**config.mk**
```make
export PLATFORM = sky130hd
export DESIGN_NAME = id_stage
export DESIGN_NICKNAME = d
export VERILOG_FILES = /design/src/rtl/id_stage.sv
export SDC_FILE = /design/constraint.sdc
export NUM_CORES = 2
export LEC_CHECK = 0
export ABC_CLOCK_PERIOD_IN_PS = 6180
export BUFFER_PORTS_ARGS = -buffer_cell sky130_fd_sc_hd__clkbuf_2
export CAP_MARGIN = 15
export CORE_AREA = 2 2 269 378
export CTS_CLUSTER_DIAMETER = 40
export DETAILED_ROUTE_END_ITERATION = 6
export DIE_AREA = 0 0 271 380
export PLACE_DENSITY = 0.82
export SYNTH_ARGS = -nofsm -noshare
export SYNTH_HDL_FRONTEND = slang
export SYNTH_SLANG_ARGS = --single-unit
export TNS_END_PERCENT = 50
```
**constraint.sdc**
```tcl
create_clock -name clk_i -period 6.18 [get_ports clk_i]
set_input_delay 1.236 -clock clk_i [delete_from_list [all_inputs] [get_ports clk_i]]
set_output_delay 1.236 -clock clk_i [all_outputs]
set_load 0.005 [all_outputs]
```
**src/rtl/id_stage.sv**
```systemverilog
// ---------------------------------------------------------------------------
// id_stage : RV32I decode stage
//
// Decodes the instruction held in IF/ID, reads operands from the 32x32
// register file (written by WB, with same-cycle write-through), builds the
// immediate and EX/MEM/WB control, detects load-use hazards and registers
// everything into the ID/EX pipeline register.
//
// Ports
//   clk_i, rst_ni              clock, async active-low reset
//   pc_d_i, inst_d_i, pc4_d_i  IF/ID contents (inst 0 = bubble)
//   enable_i, flush_i          ID/EX update enable, bubble request from EX
//   wb_we_i, wb_rd_i, wb_data_i  register-file write port
//   stall_o                    load-use hazard, holds IF and IF/ID
//   *_e_o                      registered ID/EX outputs
// ---------------------------------------------------------------------------
module id_stage #(
  parameter int XLEN    = 32,
  parameter int REG_NUM = 32
) (
  input  logic            clk_i,
  input  logic            rst_ni,
  input  logic [XLEN-1:0] pc_d_i,
  input  logic [31:0]     inst_d_i,
  input  logic [XLEN-1:0] pc4_d_i,
  input  logic            enable_i,
  input  logic            flush_i,
  input  logic            wb_we_i,
  input  logic [4:0]      wb_rd_i,
  input  logic [XLEN-1:0] wb_data_i,
  output logic            stall_o,
  output logic [XLEN-1:0] pc_e_o,
  output logic [XLEN-1:0] pc4_e_o,
  output logic [XLEN-1:0] rs1_data_e_o,
  output logic [XLEN-1:0] rs2_data_e_o,
  output logic [XLEN-1:0] imm_e_o,
  output logic [4:0]      rs1_e_o,
  output logic [4:0]      rs2_e_o,
  output logic [4:0]      rd_e_o,
  output logic [3:0]      alu_op_e_o,
  output logic            op_a_sel_e_o,
  output logic            op_b_sel_e_o,
  output logic            br_e_o,
  output logic            jmp_e_o,
  output logic            mem_re_e_o,
  output logic            mem_we_e_o,
  output logic [2:0]      funct3_e_o,
  output logic [1:0]      wb_sel_e_o,
  output logic            rd_we_e_o,
  output logic            illegal_e_o
);

  localparam logic [6:0] OPC_LUI    = 7'b0110111;
  localparam logic [6:0] OPC_AUIPC  = 7'b0010111;
  localparam logic [6:0] OPC_JAL    = 7'b1101111;
  localparam logic [6:0] OPC_JALR   = 7'b1100111;
  localparam logic [6:0] OPC_BRANCH = 7'b1100011;
  localparam logic [6:0] OPC_LOAD   = 7'b0000011;
  localparam logic [6:0] OPC_STORE  = 7'b0100011;
  localparam logic [6:0] OPC_OPIMM  = 7'b0010011;
  localparam logic [6:0] OPC_OP     = 7'b0110011;

  localparam logic [3:0] ALU_ADD   = 4'd0;
  localparam logic [3:0] ALU_SUB   = 4'd1;
  localparam logic [3:0] ALU_SLL   = 4'd2;
  localparam logic [3:0] ALU_SLT   = 4'd3;
  localparam logic [3:0] ALU_SLTU  = 4'd4;
  localparam logic [3:0] ALU_XOR   = 4'd5;
  localparam logic [3:0] ALU_SRL   = 4'd6;
  localparam logic [3:0] ALU_SRA   = 4'd7;
  localparam logic [3:0] ALU_OR    = 4'd8;
  localparam logic [3:0] ALU_AND   = 4'd9;
  localparam logic [3:0] ALU_PASSB = 4'd10;

  localparam logic [1:0] WB_ALU = 2'd0;
  localparam logic [1:0] WB_MEM = 2'd1;
  localparam logic [1:0] WB_PC4 = 2'd2;

  typedef struct packed {
    logic [XLEN-1:0] pc;
    logic [XLEN-1:0] pc4;
    logic [XLEN-1:0] rs1_data;
    logic [XLEN-1:0] rs2_data;
    logic [XLEN-1:0] imm;
    logic [4:0]      rs1;
    logic [4:0]      rs2;
    logic [4:0]      rd;
    logic [3:0]      alu_op;
    logic            op_a_sel;
    logic            op_b_sel;
    logic            br;
    logic            jmp;
    logic            mem_re;
    logic            mem_we;
    logic [2:0]      funct3;
    logic [1:0]      wb_sel;
    logic            rd_we;
    logic            illegal;
  } idex_t;

  // alt selects SUB (OP only) or SRA; caller qualifies it per opcode
  function automatic logic [3:0] alu_from_f3(input logic [2:0] f3, input logic alt);
    case (f3)
      3'b000:  return alt ? ALU_SUB : ALU_ADD;
      3'b001:  return ALU_SLL;
      3'b010:  return ALU_SLT;
      3'b011:  return ALU_SLTU;
      3'b100:  return ALU_XOR;
      3'b101:  return alt ? ALU_SRA : ALU_SRL;
      3'b110:  return ALU_OR;
      default: return ALU_AND;
    endcase
  endfunction

  // ---------------- register file ----------------
  logic [XLEN-1:0] rf_q [REG_NUM];

  always_ff @(posedge clk_i or negedge rst_ni) begin
    if (!rst_ni) begin
      for (int i = 0; i < REG_NUM; i++) rf_q[i] <= '0;
    end else if (wb_we_i && wb_rd_i != 5'd0) begin
      rf_q[wb_rd_i] <= wb_data_i;
    end
  end

  logic [6:0] opcode;
  logic [2:0] f3;
  logic [4:0] rs1_idx, rs2_idx, rd_idx;
  logic [XLEN-1:0] rs1_rd, rs2_rd;

  assign opcode  = inst_d_i[6:0];
  assign rd_idx  = inst_d_i[11:7];
  assign f3      = inst_d_i[14:12];
  assign rs1_idx = inst_d_i[19:15];
  assign rs2_idx = inst_d_i[24:20];

  // write-through so WB and ID can share a cycle without a stale read
  assign rs1_rd = (rs1_idx == 5'd0) ? '0 :
                  (wb_we_i && wb_rd_i == rs1_idx) ? wb_data_i : rf_q[rs1_idx];
  assign rs2_rd = (rs2_idx == 5'd0) ? '0 :
                  (wb_we_i && wb_rd_i == rs2_idx) ? wb_data_i : rf_q[rs2_idx];

  // ---------------- decode ----------------
  logic [XLEN-1:0] imm_i, imm_s, imm_b, imm_u, imm_j;
  assign imm_i = {{20{inst_d_i[31]}}, inst_d_i[31:20]};
  assign imm_s = {{20{inst_d_i[31]}}, inst_d_i[31:25], inst_d_i[11:7]};
  assign imm_b = {{19{inst_d_i[31]}}, inst_d_i[31], inst_d_i[7], inst_d_i[30:25], inst_d_i[11:8], 1'b0};
  assign imm_u = {inst_d_i[31:12], 12'h000};
  assign imm_j = {{11{inst_d_i[31]}}, inst_d_i[31], inst_d_i[19:12], inst_d_i[20], inst_d_i[30:21], 1'b0};

  logic rs1_used, rs2_used, rd_used;
  idex_t idex_d, idex_q;

  always_comb begin
    idex_d     = '0;
    rs1_used   = 1'b0;
    rs2_used   = 1'b0;
    rd_used    = 1'b0;
    idex_d.pc  = pc_d_i;
    idex_d.pc4 = pc4_d_i;
    case (opcode)
      OPC_LUI: begin
        idex_d.imm      = imm_u;
        idex_d.alu_op   = ALU_PASSB;
        idex_d.op_b_sel = 1'b1;
        rd_used         = 1'b1;
      end
      OPC_AUIPC: begin
        idex_d.imm      = imm_u;
        idex_d.op_a_sel = 1'b1;
        idex_d.op_b_sel = 1'b1;
        rd_used         = 1'b1;
      end
      OPC_JAL: begin
        idex_d.imm      = imm_j;
        idex_d.op_a_sel = 1'b1;
        idex_d.op_b_sel = 1'b1;
        idex_d.jmp      = 1'b1;
        idex_d.wb_sel   = WB_PC4;
        rd_used         = 1'b1;
      end
      OPC_JALR: begin
        idex_d.imm      = imm_i;
        idex_d.op_b_sel = 1'b1;
        idex_d.jmp      = 1'b1;
        idex_d.wb_sel   = WB_PC4;
        idex_d.funct3   = f3;
        rs1_used        = 1'b1;
        rd_used         = 1'b1;
      end
      OPC_BRANCH: begin
        // ALU forms the target (PC + imm); comparison uses funct3 in EX
        idex_d.imm      = imm_b;
        idex_d.op_a_sel = 1'b1;
        idex_d.op_b_sel = 1'b1;
        idex_d.br       = 1'b1;
        idex_d.funct3   = f3;
        rs1_used        = 1'b1;
        rs2_used        = 1'b1;
      end
      OPC_LOAD: begin
        idex_d.imm      = imm_i;
        idex_d.op_b_sel = 1'b1;
        idex_d.mem_re   = 1'b1;
        idex_d.wb_sel   = WB_MEM;
        idex_d.funct3   = f3;
        rs1_used        = 1'b1;
        rd_used         = 1'b1;
      end
      OPC_STORE: begin
        idex_d.imm      = imm_s;
        idex_d.op_b_sel = 1'b1;
        idex_d.mem_we   = 1'b1;
        idex_d.funct3   = f3;
        rs1_used        = 1'b1;
        rs2_used        = 1'b1;
      end
      OPC_OPIMM: begin
        idex_d.imm      = imm_i;
        idex_d.op_b_sel = 1'b1;
        idex_d.alu_op   = alu_from_f3(f3, (f3 == 3'b101) && inst_d_i[30]);
        idex_d.funct3   = f3;
        rs1_used        = 1'b1;
        rd_used         = 1'b1;
      end
      OPC_OP: begin
        idex_d.alu_op   = alu_from_f3(f3, inst_d_i[30]);
        idex_d.funct3   = f3;
        rs1_used        = 1'b1;
        rs2_used        = 1'b1;
        rd_used         = 1'b1;
      end
      default: begin
        // all-zero word is the IF bubble, not an illegal instruction
        idex_d.illegal  = |inst_d_i;
      end
    endcase
    if (rs1_used) begin
      idex_d.rs1      = rs1_idx;
      idex_d.rs1_data = rs1_rd;
    end
    if (rs2_used) begin
      idex_d.rs2      = rs2_idx;
      idex_d.rs2_data = rs2_rd;
    end
    if (rd_used) begin
      idex_d.rd    = rd_idx;
      idex_d.rd_we = (rd_idx != 5'd0);
    end
  end

  // load in EX whose result is needed by the instruction in ID
  assign stall_o = idex_q.mem_re && (idex_q.rd != 5'd0) &&
                   ((rs1_used && idex_q.rd == rs1_idx) ||
                    (rs2_used && idex_q.rd == rs2_idx));

  // ---------------- ID/EX register ----------------
  always_ff @(posedge clk_i or negedge rst_ni) begin
    if (!rst_ni) begin
      idex_q <= '0;
    end else if (enable_i) begin
      if (flush_i || stall_o) idex_q <= '0;
      else                    idex_q <= idex_d;
    end
  end

  assign pc_e_o       = idex_q.pc;
  assign pc4_e_o      = idex_q.pc4;
  assign rs1_data_e_o = idex_q.rs1_data;
  assign rs2_data_e_o = idex_q.rs2_data;
  assign imm_e_o      = idex_q.imm;
  assign rs1_e_o      = idex_q.rs1;
  assign rs2_e_o      = idex_q.rs2;
  assign rd_e_o       = idex_q.rd;
  assign alu_op_e_o   = idex_q.alu_op;
  assign op_a_sel_e_o = idex_q.op_a_sel;
  assign op_b_sel_e_o = idex_q.op_b_sel;
  assign br_e_o       = idex_q.br;
  assign jmp_e_o      = idex_q.jmp;
  assign mem_re_e_o   = idex_q.mem_re;
  assign mem_we_e_o   = idex_q.mem_we;
  assign funct3_e_o   = idex_q.funct3;
  assign wb_sel_e_o   = idex_q.wb_sel;
  assign rd_we_e_o    = idex_q.rd_we;
  assign illegal_e_o  = idex_q.illegal;

endmodule

```
==> summary.txt <==
Logic synthesis
  – Avg Synthesized Cell Area: 13.6 um^2
  – Post-synth top flop: dfrtp_1
  – Post-synth EDFFs: 0
  – Sequential share of the synthesized area: 0.480
  – Top post-synthesis cells by count: dfrtp_1, mux2_2, mux4_2
  – Synth Area in Adders: 0
  – Largest family of logic cells by synthesized area: multiplexers
  – Synthesized cell area: 63300 um^2
  – Synth Register Bits: 1215
  – Syn Inst Count: 4655
  – Post-Synth Simple-Gate Area: 0.0425
  – Largest cells by area after synthesis: dfrtp_1, mux2_2, mux4_2
  – Synth Area in XOR/XNOR: 0.00277
  – Syn Nets: 4793
  – Complex-gate fraction of the synthesized area: 0.0763
  – Most instantiated library cell after synthesis: dfrtp_1
  – Share of the synthesized area in the top cell type: 0.480
  – Biggest area consumer among synthesized cells: dfrtp_1
  – Async S/R FF share, synth: 1.00
  – YS warnings: 0
  – Mux share of post-synthesis cell area: 0.359
  – Unique masters post-synth: 71

Routing
  – WL final: 210 mm
  – Iteration-0 DRC Markers: 5709
  – Wirelength per Cell: 34.2 um
  – Vias: 46000
  – Post-DR vias/cell: 7.48
  – Post-route ant nets: 0
  – Post-route DRC: 2
  – First-pass iteration count of the detailed router: 7

Worst setup path
  – Crit path DAT: 3210 ps
  – Critical path depth in cells: 6
  – CP Capture Type: output pin
  – CP top delay family: buffers and inverters
  – Critical Path Fanout Max: 38
  – FF-to-FF path depth: 8
  – CP max stage delay: 530 ps
  – Reg2reg end: rs1_data_e_o[15]
  – Crit Path Class: in2out
  – CP required: 4940 ps
  – Crit. Startpoint: inst_d_i[16]
  – CP max-delay cell: a21oi_2
  – Reg-to-reg slack, setup: 2870 ps
  – Worst r2r src: rd_e_o[4]
  – Worst-path cell chain: buf_6 > xnor2_1 > nand2_1 > or4_1 > a21oi_2 > clkbuf_2
  – Sum of buffers and inverters on the critical path: 2
  – CP startpoint kind: input pin

Outcome
  – Failing checks: DRC
  – Status: finished, violations left

Clocking
  – H-tree depth: 4
  – Clock sink count: 1215
  – CTS max path bufs: 3
  – # resized after CTS: 0
  – Hold Buf Count CTS: 0
  – CTS Root Cell: clkbuf_16
  – Worst-path clk slew: 50 ps
  – Number of CTS-inserted buffers: 136
  – CTS tree: built
  – Worst skew pair latency: 760 ps
  – Setup repair bufs after CTS: 0

STA
  – Fin crit share: 0.720
  – Clk_skew: 21.3 ps
  – Setup TNS Final: 0 ps
  – Final setup slack of the worst path: 1730 ps
  – Slew Limit Headroom: 0.119
  – Post-layout min period: 4450 ps
  – Final setup fails: 0
  – FMAX: 225 MHz
  – RSZ-0062 raised after global routing: no
  – Worst-margin pin slew: 1320 ps
  – Final hold vios: 0
  – Worst hold margin: 326 ps
  – Max Slew Vio Count: 0

Place
  – Final GP Congestion: 0.960
  – Post-Place Worst Slack: 1440 ps
  – Post-place instance area: 65600 um^2
  – Port bufs: 330
  – Hpwl dp: 127 mm

Power and ir drop
  – Pwr/cell area: 330 nW/um^2
  – Max IR drop VDD: 0.000271 V
  – Leakage: 31.0 nW

Die
  – Die Y-Extent: 380 um
  – I/O pin cnt: 331
  – Core footprint: 99200 um^2
  – Die area: 103000 um^2
  – Die width: 271 um
  – Rows: 137
  – Initial Util: 0.638

Layout
  – Synth-to-Final Area Change: 11.2%
  – Final instance area: 70400 um^2
  – Nets: 4850
  – Ratio of cells with drive above 1 in the final layout: 0.449
  – Fillers: 6355

Hold path
  – Worst hold path type: in2async

Global route
  – GRT Residual Overflow: 0
  – First-pass GRT wire length: 308 mm
  – Total track usage: 0.409
  – Antenna violations before repair: 27
  – Vias in the first global route: 46800
  – Largest net degree at the start of global routing: 175

Flow run
  – # Max-Cap Violations: 0
[logic make-up (layout without fill, tap and decap cells)]
group / Yosys count / in the layout
AND/OR/NAND/NOR: 580 / 580
multiplexers: 1635 / 1635
XOR/XNOR: 20 / 20
other: 0 / 19
flip-flops: 1215 / 1215
buffers and inverters: 557 / 715
AO/OA/AOI/OAI: 648 / 648
[worst max-delay path by stage]
stage / to / slack [ps]
global route: stall_o / 1640
CTS: stall_o / 1790
global placement: rs2_data_e_o[0] / 1570
detailed placement: rs2_data_e_o[0] / 1440
floorplan: stall_o / 2490
finish: stall_o / 1730
[area by class of cell]
type                            instances  area, um^2  share of cell area
Clock inverter                         55         850              0.0121
Inverter                               46         175             0.00249
Timing Repair Buffer                  430        2680              0.0380
Sequential cell                      1215       30400               0.432
Tap cell                             1320        1650              0.0234
Clock buffer                          184        3970              0.0563
Multi-Input combinational cell       2883       30700               0.435
Antenna cell                           19        47.5            0.000675
[power by group]
group	switching (mW)	total [mW]	internal [mW]
clock network	3.43	8.75	5.31
logic	1.83	4.19	2.37
registers	1.05	10.3	9.28
[sequential cells by signal, indices dropped and copies added, names as in the netlist]
register      count
funct3_e_o        3
br_e_o            1
rs2_e_o           5
pc_e_o           32
op_a_sel_e_o      1
op_b_sel_e_o      1
wb_sel_e_o        2
rf_q           1024
illegal_e_o       1
alu_op_e_o        4
jmp_e_o           1
rd_e_o            5
pc4_e_o          32
imm_e_o          32
mem_we_e_o        1
rs1_e_o           5
rs1_data_e_o     32
rs2_data_e_o     32
rd_we_e_o         1
[layer usage]
metal | vias up | global-route usage | part of all wire
li1 | 17800 | - | -
met1 | 23500 | 0.496 | 0.33
met2 | 3610 | 0.617 | 0.45
met3 | 1112 | 0.131 | 0.12
met4 | 10 | 0.303 | 0.089
met5 | - | 0 | 0.00029
[cells in the final DEF, fill, tap and decap left out, types with 59 or more instances in the layout]
cell type and instances:
nor2_1 95, o2bb2ai_1 98, buf_4 85, a21oi_1 92, dfrtp_1 1215, mux4_2 405
clkbuf_2 321, mux2_2 1040, o22ai_1 81, mux2i_1 190, clkbuf_16 145, a22oi_1 107
nand2_1 209, nand3_1 59, a211oi_1 78
[per-stage QoR]
| step | total power, mW | utilization | std cells |
|---|---|---|---|
| 4_1_cts | 23.2 | 0.709 | 6133 |
| 5_1_grt | 24.0 | 0.710 | 6144 |
| 3_3_place_gp | 14.2 | 0.661 | 5894 |
| 2_1_floorplan | 13.1 | - | 4655 |
| 3_5_place_dp | 14.5 | 0.661 | 5894 |
| 6_report | 23.3 | 0.710 | 6152 |
No activity file was read; power rests on OpenSTA's default activity.
